`src/rtl/fir_coeff_loader_if.sv`:
```
// FIR coefficient reload port: write/read strobes toward the FIR and read data back.
// The loader drives the master side; the FIR (or its model) sits on the slave side.
interface fir_coeff_loader_if #(
    parameter int ADDR_W  = 6,
    parameter int COEFF_W = 16
);
    logic [ADDR_W-1:0]  coeff_in_address;
    logic               coeff_in_we;
    logic [COEFF_W-1:0] coeff_in_data;
    logic               coeff_in_read;
    logic               coeff_out_valid;
    logic [COEFF_W-1:0] coeff_out_data;

    modport master (
        output coeff_in_address, coeff_in_we, coeff_in_data, coeff_in_read,
        input  coeff_out_valid, coeff_out_data
    );

    modport slave (
        input  coeff_in_address, coeff_in_we, coeff_in_data, coeff_in_read,
        output coeff_out_valid, coeff_out_data
    );
endinterface

```
`src/rtl/fir_coeff_loader.sv`:
```
// Stages a coefficient set locally, then burst-writes it into the FIR and
// reads every coefficient back, flagging the first mismatch or read timeout.
module fir_coeff_loader #(
    parameter int NUM_COEFFS = 64,
    parameter int ADDR_W     = 6,
    parameter int COEFF_W    = 16,
    parameter int RD_TIMEOUT = 15
) (
    input  logic               clk,
    input  logic               reset,
    input  logic               stage_we,
    input  logic [ADDR_W-1:0]  stage_addr,
    input  logic [COEFF_W-1:0] stage_data,
    input  logic               start,
    output logic               busy,
    output logic               done,
    output logic               error,
    output logic               err_timeout,
    output logic [ADDR_W-1:0]  err_addr,
    fir_coeff_loader_if.master fir
);
    localparam int WAIT_W = $clog2(RD_TIMEOUT + 1);
    localparam logic [ADDR_W-1:0] LAST_ADDR = ADDR_W'(NUM_COEFFS - 1);
    localparam logic [WAIT_W-1:0] WAIT_LAST = WAIT_W'(RD_TIMEOUT - 1);

    typedef enum logic [2:0] {IDLE, WRITE, RD_REQ, RD_WAIT, FIN, ERROR} state_t;

    state_t             state_reg, state_next;
    logic [ADDR_W-1:0]  addr_reg, addr_next;
    logic [WAIT_W-1:0]  wait_reg, wait_next;
    logic [COEFF_W-1:0] data_reg, exp_reg;
    logic               done_reg, done_next;
    logic               error_reg, error_next;
    logic               err_to_reg, err_to_next;
    logic [ADDR_W-1:0]  err_addr_reg, err_addr_next;
    logic               load_data, load_exp;
    logic [ADDR_W-1:0]  rd_idx;
    logic               busy_int, stage_wr, fwd_hit;

    logic [COEFF_W-1:0] stage_mem [NUM_COEFFS];

    assign busy_int = (state_reg == WRITE) || (state_reg == RD_REQ) || (state_reg == RD_WAIT);
    assign stage_wr = stage_we && !busy_int && (int'(stage_addr) < NUM_COEFFS);
    // A staging write coinciding with start must reach the first burst word.
    assign fwd_hit  = stage_wr && (stage_addr == rd_idx);

    // Staging contents deliberately survive reset.
    always_ff @(posedge clk) begin
        if (stage_wr) stage_mem[stage_addr] <= stage_data;
    end

    always_ff @(posedge clk) begin
        if (reset) state_reg <= IDLE;
        else       state_reg <= state_next;
    end

    always_comb begin
        state_next    = state_reg;
        addr_next     = addr_reg;
        wait_next     = wait_reg;
        done_next     = done_reg;
        error_next    = error_reg;
        err_to_next   = err_to_reg;
        err_addr_next = err_addr_reg;
        load_data     = 1'b0;
        load_exp      = 1'b0;
        rd_idx        = '0;
        case (state_reg)
            WRITE: begin
                if (addr_reg == LAST_ADDR) begin
                    state_next = RD_REQ;
                    addr_next  = '0;
                    load_exp   = 1'b1;
                end else begin
                    addr_next  = addr_reg + 1'b1;
                    rd_idx     = addr_reg + 1'b1;
                    load_data  = 1'b1;
                end
            end
            RD_REQ: begin
                state_next = RD_WAIT;
                wait_next  = '0;
            end
            RD_WAIT: begin
                if (fir.coeff_out_valid) begin
                    if (fir.coeff_out_data != exp_reg) begin
                        state_next    = ERROR;
                        error_next    = 1'b1;
                        err_to_next   = 1'b0;
                        err_addr_next = addr_reg;
                    end else if (addr_reg == LAST_ADDR) begin
                        state_next = FIN;
                        done_next  = 1'b1;
                    end else begin
                        state_next = RD_REQ;
                        addr_next  = addr_reg + 1'b1;
                        rd_idx     = addr_reg + 1'b1;
                        load_exp   = 1'b1;
                    end
                end else if (wait_reg == WAIT_LAST) begin
                    state_next    = ERROR;
                    error_next    = 1'b1;
                    err_to_next   = 1'b1;
                    err_addr_next = addr_reg;
                end else begin
                    wait_next = wait_reg + 1'b1;
                end
            end
            default: begin
                // IDLE, FIN and ERROR all accept a new run.
                if (start) begin
                    state_next    = WRITE;
                    addr_next     = '0;
                    done_next     = 1'b0;
                    error_next    = 1'b0;
                    err_to_next   = 1'b0;
                    err_addr_next = '0;
                    load_data     = 1'b1;
                end else if (state_reg != IDLE) begin
                    state_next = IDLE;
                end
            end
        endcase
    end

    always_ff @(posedge clk) begin
        if (reset) begin
            addr_reg     <= '0;
            wait_reg     <= '0;
            data_reg     <= '0;
            exp_reg      <= '0;
            done_reg     <= 1'b0;
            error_reg    <= 1'b0;
            err_to_reg   <= 1'b0;
            err_addr_reg <= '0;
        end else begin
            addr_reg     <= addr_next;
            wait_reg     <= wait_next;
            done_reg     <= done_next;
            error_reg    <= error_next;
            err_to_reg   <= err_to_next;
            err_addr_reg <= err_addr_next;
            if (load_data) data_reg <= fwd_hit ? stage_data : stage_mem[rd_idx];
            if (load_exp)  exp_reg  <= stage_mem[rd_idx];
        end
    end

    assign busy                 = busy_int;
    assign done                 = done_reg;
    assign error                = error_reg;
    assign err_timeout          = err_to_reg;
    assign err_addr             = err_addr_reg;
    assign fir.coeff_in_address = addr_reg;
    assign fir.coeff_in_data    = data_reg;
    assign fir.coeff_in_we      = (state_reg == WRITE);
    assign fir.coeff_in_read    = (state_reg == RD_REQ);
endmodule

```
`src/flat_wrapper.sv`:
```
// flat-port wrapper written by rule: the top's interface ports become plain ports
module fir_coeff_loader_flat 
#(
    parameter int NUM_COEFFS = 64,
    parameter int ADDR_W     = 6,
    parameter int COEFF_W    = 16,
    parameter int RD_TIMEOUT = 15
)
  (clk, reset, stage_we, stage_addr, stage_data, start, busy, done, error, err_timeout, err_addr, fir_coeff_in_address, fir_coeff_in_we, fir_coeff_in_data, fir_coeff_in_read, fir_coeff_out_valid, fir_coeff_out_data);
  fir_coeff_loader_if #(.ADDR_W(ADDR_W), .COEFF_W(COEFF_W)) fir_i ();
  input  logic clk;
  input  logic reset;
  input  logic stage_we;
  input  logic [ADDR_W-1:0] stage_addr;
  input  logic [COEFF_W-1:0] stage_data;
  input  logic start;
  output logic busy;
  output logic done;
  output logic error;
  output logic err_timeout;
  output logic [ADDR_W-1:0] err_addr;
  output wire logic [$bits(fir_i.coeff_in_address)-1:0] fir_coeff_in_address;
  output wire logic [$bits(fir_i.coeff_in_we)-1:0] fir_coeff_in_we;
  output wire logic [$bits(fir_i.coeff_in_data)-1:0] fir_coeff_in_data;
  output wire logic [$bits(fir_i.coeff_in_read)-1:0] fir_coeff_in_read;
  input wire logic [$bits(fir_i.coeff_out_valid)-1:0] fir_coeff_out_valid;
  input wire logic [$bits(fir_i.coeff_out_data)-1:0] fir_coeff_out_data;
  assign fir_coeff_in_address = fir_i.coeff_in_address;
  assign fir_coeff_in_we = fir_i.coeff_in_we;
  assign fir_coeff_in_data = fir_i.coeff_in_data;
  assign fir_coeff_in_read = fir_i.coeff_in_read;
  assign fir_i.coeff_out_valid = fir_coeff_out_valid;
  assign fir_i.coeff_out_data = fir_coeff_out_data;
  fir_coeff_loader #(.NUM_COEFFS(NUM_COEFFS), .ADDR_W(ADDR_W), .COEFF_W(COEFF_W), .RD_TIMEOUT(RD_TIMEOUT)) u_core (.clk(clk), .reset(reset), .stage_we(stage_we), .stage_addr(stage_addr), .stage_data(stage_data), .start(start), .busy(busy), .done(done), .error(error), .err_timeout(err_timeout), .err_addr(err_addr), .fir(fir_i));
endmodule
```
`config.mk`:
```
export PLATFORM = sky130hd
export DESIGN_NAME = fir_coeff_loader_flat
export DESIGN_NICKNAME = d
export VERILOG_FILES = /design/src/rtl/fir_coeff_loader_if.sv /design/src/rtl/fir_coeff_loader.sv /design/src/flat_wrapper.sv
export SDC_FILE = /design/constraint.sdc
export NUM_CORES = 1
export LEC_CHECK = 0
export CAP_MARGIN = 25
export CORE_MARGIN = 2
export CORE_UTILIZATION = 55
export DETAILED_ROUTE_END_ITERATION = 16
export PLACE_DENSITY = 0.72
export SLEW_MARGIN = 20
export SYNTH_ARGS = -nofsm -noshare
export SYNTH_HDL_FRONTEND = slang
export SYNTH_SLANG_ARGS = --single-unit
```
`constraint.sdc`:
```
create_clock -name clk -period 10.4 [get_ports clk]
set_input_delay 2.08 -clock clk [delete_from_list [all_inputs] [get_ports clk]]
set_output_delay 2.08 -clock clk [all_outputs]
set_load 0.05 [all_outputs]
```
Word-level counts from Yosys, hierarchy flattened

Memory sizes are Yosys's and may differ from the RTL's.
Index checks and enable logic that the tools add are counted.

Bits in writable memories: 1,024
Bits in registers: 54
Memories: 1
Logic and storage cells: 93
Output and inout bits: 34
Bits of input ports: 43

Memories:

| memory           | words | bits a word | rd ports | clocked after Yosys merged registers in | wr ports | line                   | source |
|---|---|---|---|---|---|---|---|
| u_core.stage_mem | 64    | 16          | 1        | 0                                       | 1        | fir_coeff_loader.sv:40 | `logic [COEFF_W-1:0] stage_mem [NUM_COEFFS];` |

Multiplexer cells: 46
Reductions and logical operators: 17
Eq/ne operators: 16
Bitwise logic cells: 2
$add $sub $neg: 2

Operator list:

| cell                                                                  | count |
|---|---|
| 6-bit 2-to-1 mux                                                      | 10 |
| 6-bit one-hot mux with 2 select lines                                 | 2 |
| 3-bit 2-to-1 mux                                                      | 7 |
| 6-bit one-hot mux with 3 select lines                                 | 1 |
| 1-bit 2-to-1 mux                                                      | 16 |
| 16-bit 2-to-1 mux                                                     | 1 |
| 16-bit != test                                                        | 1 |
| 2-bit != test, second input constant                                  | 6 |
| 1-bit one-hot mux with 2 select lines                                 | 5 |
| 5-bit AND reduction                                                   | 2 |
| 3-bit one-hot mux with 3 select lines                                 | 1 |
| 4-bit 2-to-1 mux                                                      | 2 |
| 4-bit one-hot mux with 2 select lines                                 | 1 |
| 6-bit by 1-bit adder with 6-bit output, second input constant         | 1 |
| 3-bit by 2-bit equality test with 1-bit output, second input constant | 2 |
| 6-bit equality test                                                   | 1 |
| 6-bit equality test, second input constant                            | 1 |
| 3-bit != test, second input constant                                  | 2 |
| 3-bit AND reduction                                                   | 2 |
| 3-bit nonzero test                                                    | 2 |
| 5-bit nonzero test                                                    | 1 |
| 4-bit by 1-bit adder with 4-bit output, second input constant         | 1 |
| 4-bit equality test, second input constant                            | 1 |
| 4-bit AND reduction                                                   | 1 |
| 8 further kinds                                                       | 13 |

Depth between registers and ports, before layout

Gate-level depths: netlist of run 1.

Depth after elaboration: 8
Mapped depth: 16
Depth with buffers taken out: 11

Worst setup path before layout of run 1

Ideal clock, no wire load.

Kind: in2reg
Start point: in fir_coeff_out_data[2]
End point: reg u_core.exp_reg[10], read port of u_core.stage_mem
Setup slack: 5.540 ns
Data arrival time: 4.775 ns
Required time: 10.314 ns
Stages on the path: 13
Setup time: 0.086 ns
Buffers on the path: 3
Path through: xnor2_1 nand4_1 or4_1 buf_2 o41a_1 buf_2 buf_2 mux2i_1 a32oi_1 a31oi_1 a2111oi_0 a22oi_1 a211oi_1

Word-level cells in the longest chain between the ends: 5
Elaborated cells on any way between the ends: 8
Classes of those cells: 1 x eq/ne; 6 x mux; 1 x memory

Ends and longest elaborated chain:

| what                                  | line                   | source |
|---|---|---|
| from (decl)                           | flat_wrapper.sv:27     | `input wire logic [$bits(fir_i.coeff_out_data)-1:0] fir_coeff_out_data;` |
| 16-bit != test (*)                    | fir_coeff_loader.sv:86 | `if (fir.coeff_out_data != exp_reg) begin` |
| 6-bit 2-to-1 mux                      | fir_coeff_loader.sv:86 |  |
| 6-bit 2-to-1 mux                      | fir_coeff_loader.sv:85 | `if (fir.coeff_out_valid) begin` |
| 6-bit one-hot mux with 2 select lines | fir_coeff_loader.sv:68 | `case (state_reg)` |
| memory 64 x 16 bit                    | -                      |  |
| to (decl)                             | fir_coeff_loader.sv:31 | `logic [COEFF_W-1:0] data_reg, exp_reg;` |

Mark *: on every way between the ends. The rest lies on a longest branch, timed or not.
A chain may end at the register's enable or synchronous reset.

Worst setup path after layout of run 1

Start point: in fir_coeff_out_data[6]
End point: reg u_core.exp_reg[2], read port of u_core.stage_mem

Same word-level chain as after synthesis.

==> reports/qor.yml, run 1 <==
clock_network:
  cts_buffers: 103
  clk_pin_slew_worst_paths_ns: 0.06
  post_cts_buffers: 0
  cts_tree: "done"
  cts_max_level: 3
  clk_latency_ns: 0.68
  clock-sinks: 1078
  cts.repair.resized: 0
  postCtsHoldBufs: 0
  cts_buffer_depth: 3
  ctsRootBufferMaster: "clkbuf_16"
layout:
  n_antenna_cell: 0
  nets: 3045
  fill_cells: 5325
  syn_to_final_growth_pct: 13.38
  drive_gt1_share_pct: 11.47
  final_util_pct: 62.96
  largest_reg_flops: 1024
floorplan:
  dieArea_sq_um: 78910
  die_y_microns: 280.9
  core_sq_um: 75950
  start_util_pct: 55.53
  io_pins: 77
  rows: 101
  die_x_microns: 280.9
pwr:
  p_leak_nw: 15.90
  ir_drop_v: 0.0001402
  power_density_nw_per_um2: 190.6
  power_mw: 9.114
worst_setup_path:
  crit_type: "in2reg"
  cp.required_ns: 10.98
  critical_path_arrival_ns: 7.32
  critPathCaptureType: "flip-flop"
  crit_chain: "clkdlybuf4s50_1 > xnor2_1 > nand4_1 > or4_1 > o21ai_2 > and3_2 > buf_4 > o221a_1 > o21ai_1 > a2111oi_0 > a22oi_1 > a211oi_1"
  crit_slowest_cell: "or4_1"
  crit_fanout: 52
  critPathLaunchType: "input port"
  slowest_delay_ns: 0.86
detailed_routing:
  ant_nets: 0
  first_pass_iters: 6
  drc_errors: 0
  drt-total-wl_microns: 118100
  viasPerCell: 6.561
  via_count: 27007
  wl_per_cell_microns: 28.70
  drt_iter0_markers: 4070
synthesis:
  synth_compound_area_share_pct: 9.358
  syn_inst: 2901
  synth_top_flop_cell: "edfxtp_1"
  ys_top_cells_by_area: "edfxtp_1 73%, nand2_1 4.9%, dfxtp_1 2.6%"
  yosysSeqAreaShare_pct: 75.48
  synthSimpleGateAreaFrac_pct: 10.03
  synth_top_family_by_area: "simple AND/OR/NAND/NOR gates"
  synthesis.nets: 2947
  async_reset_ff_share_pct: 0
  netlist.area_leader.share_pct: 72.91
  syn_area_per_cell_sq_um: 14.54
  synth-seq-cells: 1078
  netlist.top_cell.by_area: "edfxtp_1"
  yosysWarnings: 0
  synth_area_sq_um: 42170
  synth_adder_area_share_pct: 0.08901
  yosysMostFrequentCell: "edfxtp_1"
  synth_common_cells: "1024 x edfxtp_1, 554 x nand2_1, 162 x nand3_1"
  post_synth_num_cell_types: 55
  synth-edff-count: 1024
  synthMuxAreaShare_pct: 2.563
  synth-xor-area-share_pct: 0.4154
timing:
  slew_headroom_pct: 21.59
  fin_worst_skew_ns: 0.04855
  fin_crit_sh_pct: 64.82
  slew_viol_final: 0
  worstMarginPinSlew_ns: 1.173
  tns_ns: 0
  grt_setup_unrepaired: "no"
  setup_slack_ns: 3.659
  min_period_ns: 6.741
  timing.fmax_ghz: 0.1483
  finalSetupViolations: 0
  hold_viol: 0
place:
  dpl.hpwl_microns: 67300
  gp_congestion: 0.9050
  dp_worst_setup_slack_ns: 3.055
  io_buffers: 76
job:
  cap_violations: 0
status:
  status: "finished clean"
grt:
  grt_pass1_vias: 25865
  antenna_found_initial: 5
  grt_pass1_wl_microns: 171000
  grt_max_degree: 143
  grt-ovfl-total: 0
  grtUsageTotal_pct: 29.82
hold_path:
  min_path_type: "reg2reg"
metal layers:
| metal | part of all wire, % | wire length, microns | track usage [%] |
|---|---|---|---|
| met3 | 13 | 15200 | 7.873 |
| met2 | 46 | 53840 | 45.31 |
| met5 | 0.032 | 38 | 0 |
| met4 | 5.1 | 6068 | 14.95 |
| met1 | 36 | 42990 | 40.04 |
metrics by stage:
stage	instance area, sq um	hold WS [ns]	std cells
global placement	44210	0.4458	3917
finish	47810	0.4927	4116
CTS	47770	0.4787	4113
floorplan	42170	0.4370	2901
global route	47810	0.5256	4116
detailed placement	44270	0.4780	3921
placed cells by master (no fill, tap or decap), drive strengths merged, types with 54 or more instances in the layout:
master and n:
edfxtp 1024, nand2 554, nand3 162, nor2 137
buf 131, clkbuf 122, mux2i 108, a32oi 82
a31oi 70, o21ai 61, o221a 60, clkdlybuf4s50 59
dfxtp 54
worst paths after layout:
path | from | depth (start not counted) | endpoint | slack (ns)
worst min register to register | u_core.err_timeout | 2 | u_core.err_timeout | 0.49
worst max register to register | u_core.fir.coeff_in_address[0] | 11 | u_core.exp_reg[10] | 4.70
worst max-delay path | fir_coeff_out_data[6] | 12 | u_core.exp_reg[2] | 3.66
worst min-delay path | u_core.err_timeout | 2 | u_core.err_timeout | 0.49
kinds of logic after synthesis:
| kind of cell | count (synthesis) |
|---|---|
| AND/OR/NAND/NOR | 985 |
| multiplexers | 108 |
| AO/OA/AOI/OAI | 503 |
| XOR/XNOR | 20 |
| buffers and inverters | 204 |
| flip-flops | 1078 |
| adder cells (fa/ha/maj) | 3 |
critical path, delay by kind of cell:
kind	cells	cell delay (ns)
AO/OA/AOI/OAI	6	2.10
AND/OR/NAND/NOR	3	1.83
buffers and inverters	2	1.12
XOR/XNOR	1	0.12
where the power goes:
group	internal [mW]	switching [mW]
combinational	0.137	0.339
clock	2.26	1.60
sequential	4.77	0.0141
total	7.16	1.95
final cells by class:
cell class	instances	area, sq um	share of cell area (%)
clock buffer	122	2711	5.671
clock inverter	70	787.0	1.646
inverter	6	22.52	0.04710
multi-input combinational	1619	9564	20.00
sequential	1078	31830	66.57
tap	1030	1289	2.695
timing repair buffer	191	1610	3.368
(Power assumes the default switching activity.)
==> run 2, diff against run 1 <==
==> constraint.sdc (replaced) <==
create_clock -name clk -period 6.3 [get_ports clk]
set_input_delay 1.26 -clock clk [delete_from_list [all_inputs] [get_ports clk]]
set_output_delay 1.26 -clock clk [all_outputs]
set_load 0.05 [all_outputs]
==> run 2 against run 1 <==
  * Design area is 0.69% higher
  * Combinational power grew 79%
  * Utilization rose by 0.43 points
  * Hold slack lost 0.0043 ns
  * Routed wire length rose by 3.2%
  * Cell count is 1.0% higher
  * Setup slack worse by 2.8 ns
  * Non-clock buffer count is 45 higher
  * Sequential power is 65% higher
  * Clock skew is 0.0051 ns higher
  * Critical path type unchanged
  * Critical endpoint is now u_core.exp_reg[5]
  * Largest cell class unchanged
==> reports/qor.yml, run 2 (same netlist as run 1, synthesis figures left out) <==
pwr:
  p_leak_nw: 16.08  # +1.1%
  ir_drop_v: 0.0002507  # +79%
  power_density_nw_per_um2: 308.3  # +62%
floorplan:
  io_pins: 77  # unchanged
  core_sq_um: 75950  # unchanged
  start_util_pct: 55.53  # unchanged
  rows: 101  # unchanged
  die_y_microns: 280.9  # unchanged
  die_x_microns: 280.9  # unchanged
  dieArea_sq_um: 78910  # unchanged
timing:
  fin_crit_sh_pct: 86.71
  grt_setup_unrepaired: "no"
  tns_ns: 0  # unchanged
  slew_headroom_pct: 25.54  # +3.9 points
  timing.fmax_ghz: 0.1831
  setup_slack_ns: 0.8372  # -2.822 ns
  hold_viol: 0  # unchanged
  finalSetupViolations: 0  # unchanged
  fin_worst_skew_ns: 0.05367  # +0.005116 ns
  worstMarginPinSlew_ns: 1.089  # -0.08444 ns
  slew_viol_final: 0  # unchanged
  min_period_ns: 5.463
clock_network:
  clk_latency_ns: 0.68  # about the same
  cts_max_level: 3  # unchanged
  cts.repair.resized: 0  # unchanged
  ctsRootBufferMaster: "clkbuf_16"
  clock-sinks: 1078  # unchanged
  postCtsHoldBufs: 0  # unchanged
  cts_buffer_depth: 3  # unchanged
  cts_buffers: 103  # unchanged
  cts_tree: "done"
  post_cts_buffers: 0  # unchanged
  clk_pin_slew_worst_paths_ns: 0.06  # about the same
place:
  gp_congestion: 0.9458  # +4.5%
  dp_cells: 3964  # +1.1%
  io_buffers: 76  # unchanged
  dpl.hpwl_microns: 71340  # +6.0%
  dp_worst_setup_slack_ns: 0.3272  # -2.728 ns
hold_path:
  min_path_type: "reg2reg"
worst_setup_path:
  cpMostUsedCell: "buf_12"
  crit_fanout: 43  # -17%
  crit_slowest_cell: "a2111oi_0"
  critical_path_arrival_ns: 6.04  # -1.28 ns
  crit_chain: "clkdlybuf4s50_1 > xnor2_1 > nand4_1 > or4_1 > o41ai_4 > buf_12 > buf_12 > nand2_1 > a32oi_1 > a31oi_1 > a2111oi_0 > buf_4 > a22oi_1 > a211oi_1"
  cp.required_ns: 6.88  # -4.10 ns
  crit_type: "in2reg"
  slowest_delay_ns: 0.97  # +0.11 ns
  critPathLaunchType: "input port"
  cp.buffers_inverters: 4  # +2
  cp_top_family: "compound AO/OA/AOI/OAI gates"
  critPathCaptureType: "flip-flop"
grt:
  antenna_found_initial: 8  # +3
  grt_pass1_wl_microns: 175200  # +2.4%
  grt_pass1_vias: 26178  # +1.2%
  grt_max_degree: 108  # -24%
  grtUsageTotal_pct: 30.75  # +0.92 points
  grt-ovfl-total: 0  # unchanged
layout:
  drive_gt1_share_pct: 12.44  # +0.97 points
  multi_input_comb_area_sq_um: 9554  # -0.10%
  fin_cells: 4158  # +1.0%
  nets: 3090  # +1.5%
  syn_to_final_growth_pct: 14.16
  mostFrequentLayoutCells: "1024 x edfxtp_1, 553 x nand2_1, 161 x nand3_1, 137 x buf_4, 126 x nor2_1"
  largest_reg_flops: 1024  # unchanged
  final_common_cell: "edfxtp_1"
  fill_cells: 5397  # +1.4%
  register_area_sq_um: 31830  # unchanged
detailed_routing:
  drt_iter0_markers: 4274  # +5.0%
  viasPerCell: 6.633  # +1.1%
  ant_nets: 0  # unchanged
  drc_errors: 0  # unchanged
  via_count: 27581  # +2.1%
  first_pass_iters: 6  # unchanged
  drt-total-wl_microns: 121900  # +3.2%
  wl_per_cell_microns: 29.32  # +2.2%
job:
  cap_violations: 0  # unchanged
status:
  status: "finished clean"
[run 2: changes by cell type in the layout (fill, tap and decap cells not counted), moves of 3 or more]
cell	previous run	this run
bufinv_16	16	10
clkbuf_1	15	20
nor2_1	130	126
clkinv_2	24	17
buf_12	4	18
a2111oi_0	7	12
buf_4	105	137
nor2_2	7	11
clkinv_1	22	25
a2111oi_1	6	2
[run 2: cell type report]
class                   instances  area share [%]
flip-flops and latches       1078           66.12
well taps                    1030           2.677
clock buffers                 127           5.624
diodes                          1        0.005198
clock inverters                61           1.286
multi-input cells            1619           19.85
repair buffers                236           4.397
inverters                       6         0.04678
[run 2: final timing paths]
path,start,endpoint,slack (ns),cells past startpoint
setup / recovery,fir_coeff_out_data[14],u_core.exp_reg[5],0.84,14
hold / removal,u_core.err_timeout,u_core.err_timeout,0.49,2
setup reg to reg,u_core.exp_reg[11],u_core.exp_reg[5],1.27,13
hold reg to reg,u_core.err_timeout,u_core.err_timeout,0.49,2
[run 2: worst min-delay path: stages, from the launching register on]
cell and delay, ns:
dfxtp_1 0.33, a21oi_1 0.06, nor2_1 0.07
[run 2: report_power, final]
part / internal, mW / switching (mW) / leakage, nW / total [mW]
combinational: 0.254 / 0.597 / 4.80 / 0.851
sequential: 7.87 / 0.0288 / 9.65 / 7.90
clock: 3.47 / 2.62 / 1.63 / 6.09
[run 2: stage by stage]
step                      util, %  hold slack (ns)  total power [mW]  instance area (sq um)
after CTS                   63.32           0.4864             14.86                  48090
final                       63.39           0.4885             14.84                  48140
after detailed placement    58.93           0.4780             8.877                  44760
after global placement      58.90           0.4456             8.852                  44740
after global routing        63.38           0.5089             15.19                  48140
after floorplan                 -           0.4370             8.473                  42170
[run 2: layer usage]
layer	global-route usage, %	vias up	wire, microns
met5	0	-	55
met4	12.99	8	5205
met3	6.850	306	15950
met2	47.33	1924	56170
met1	42.65	13763	44530
li1	-	11580	-
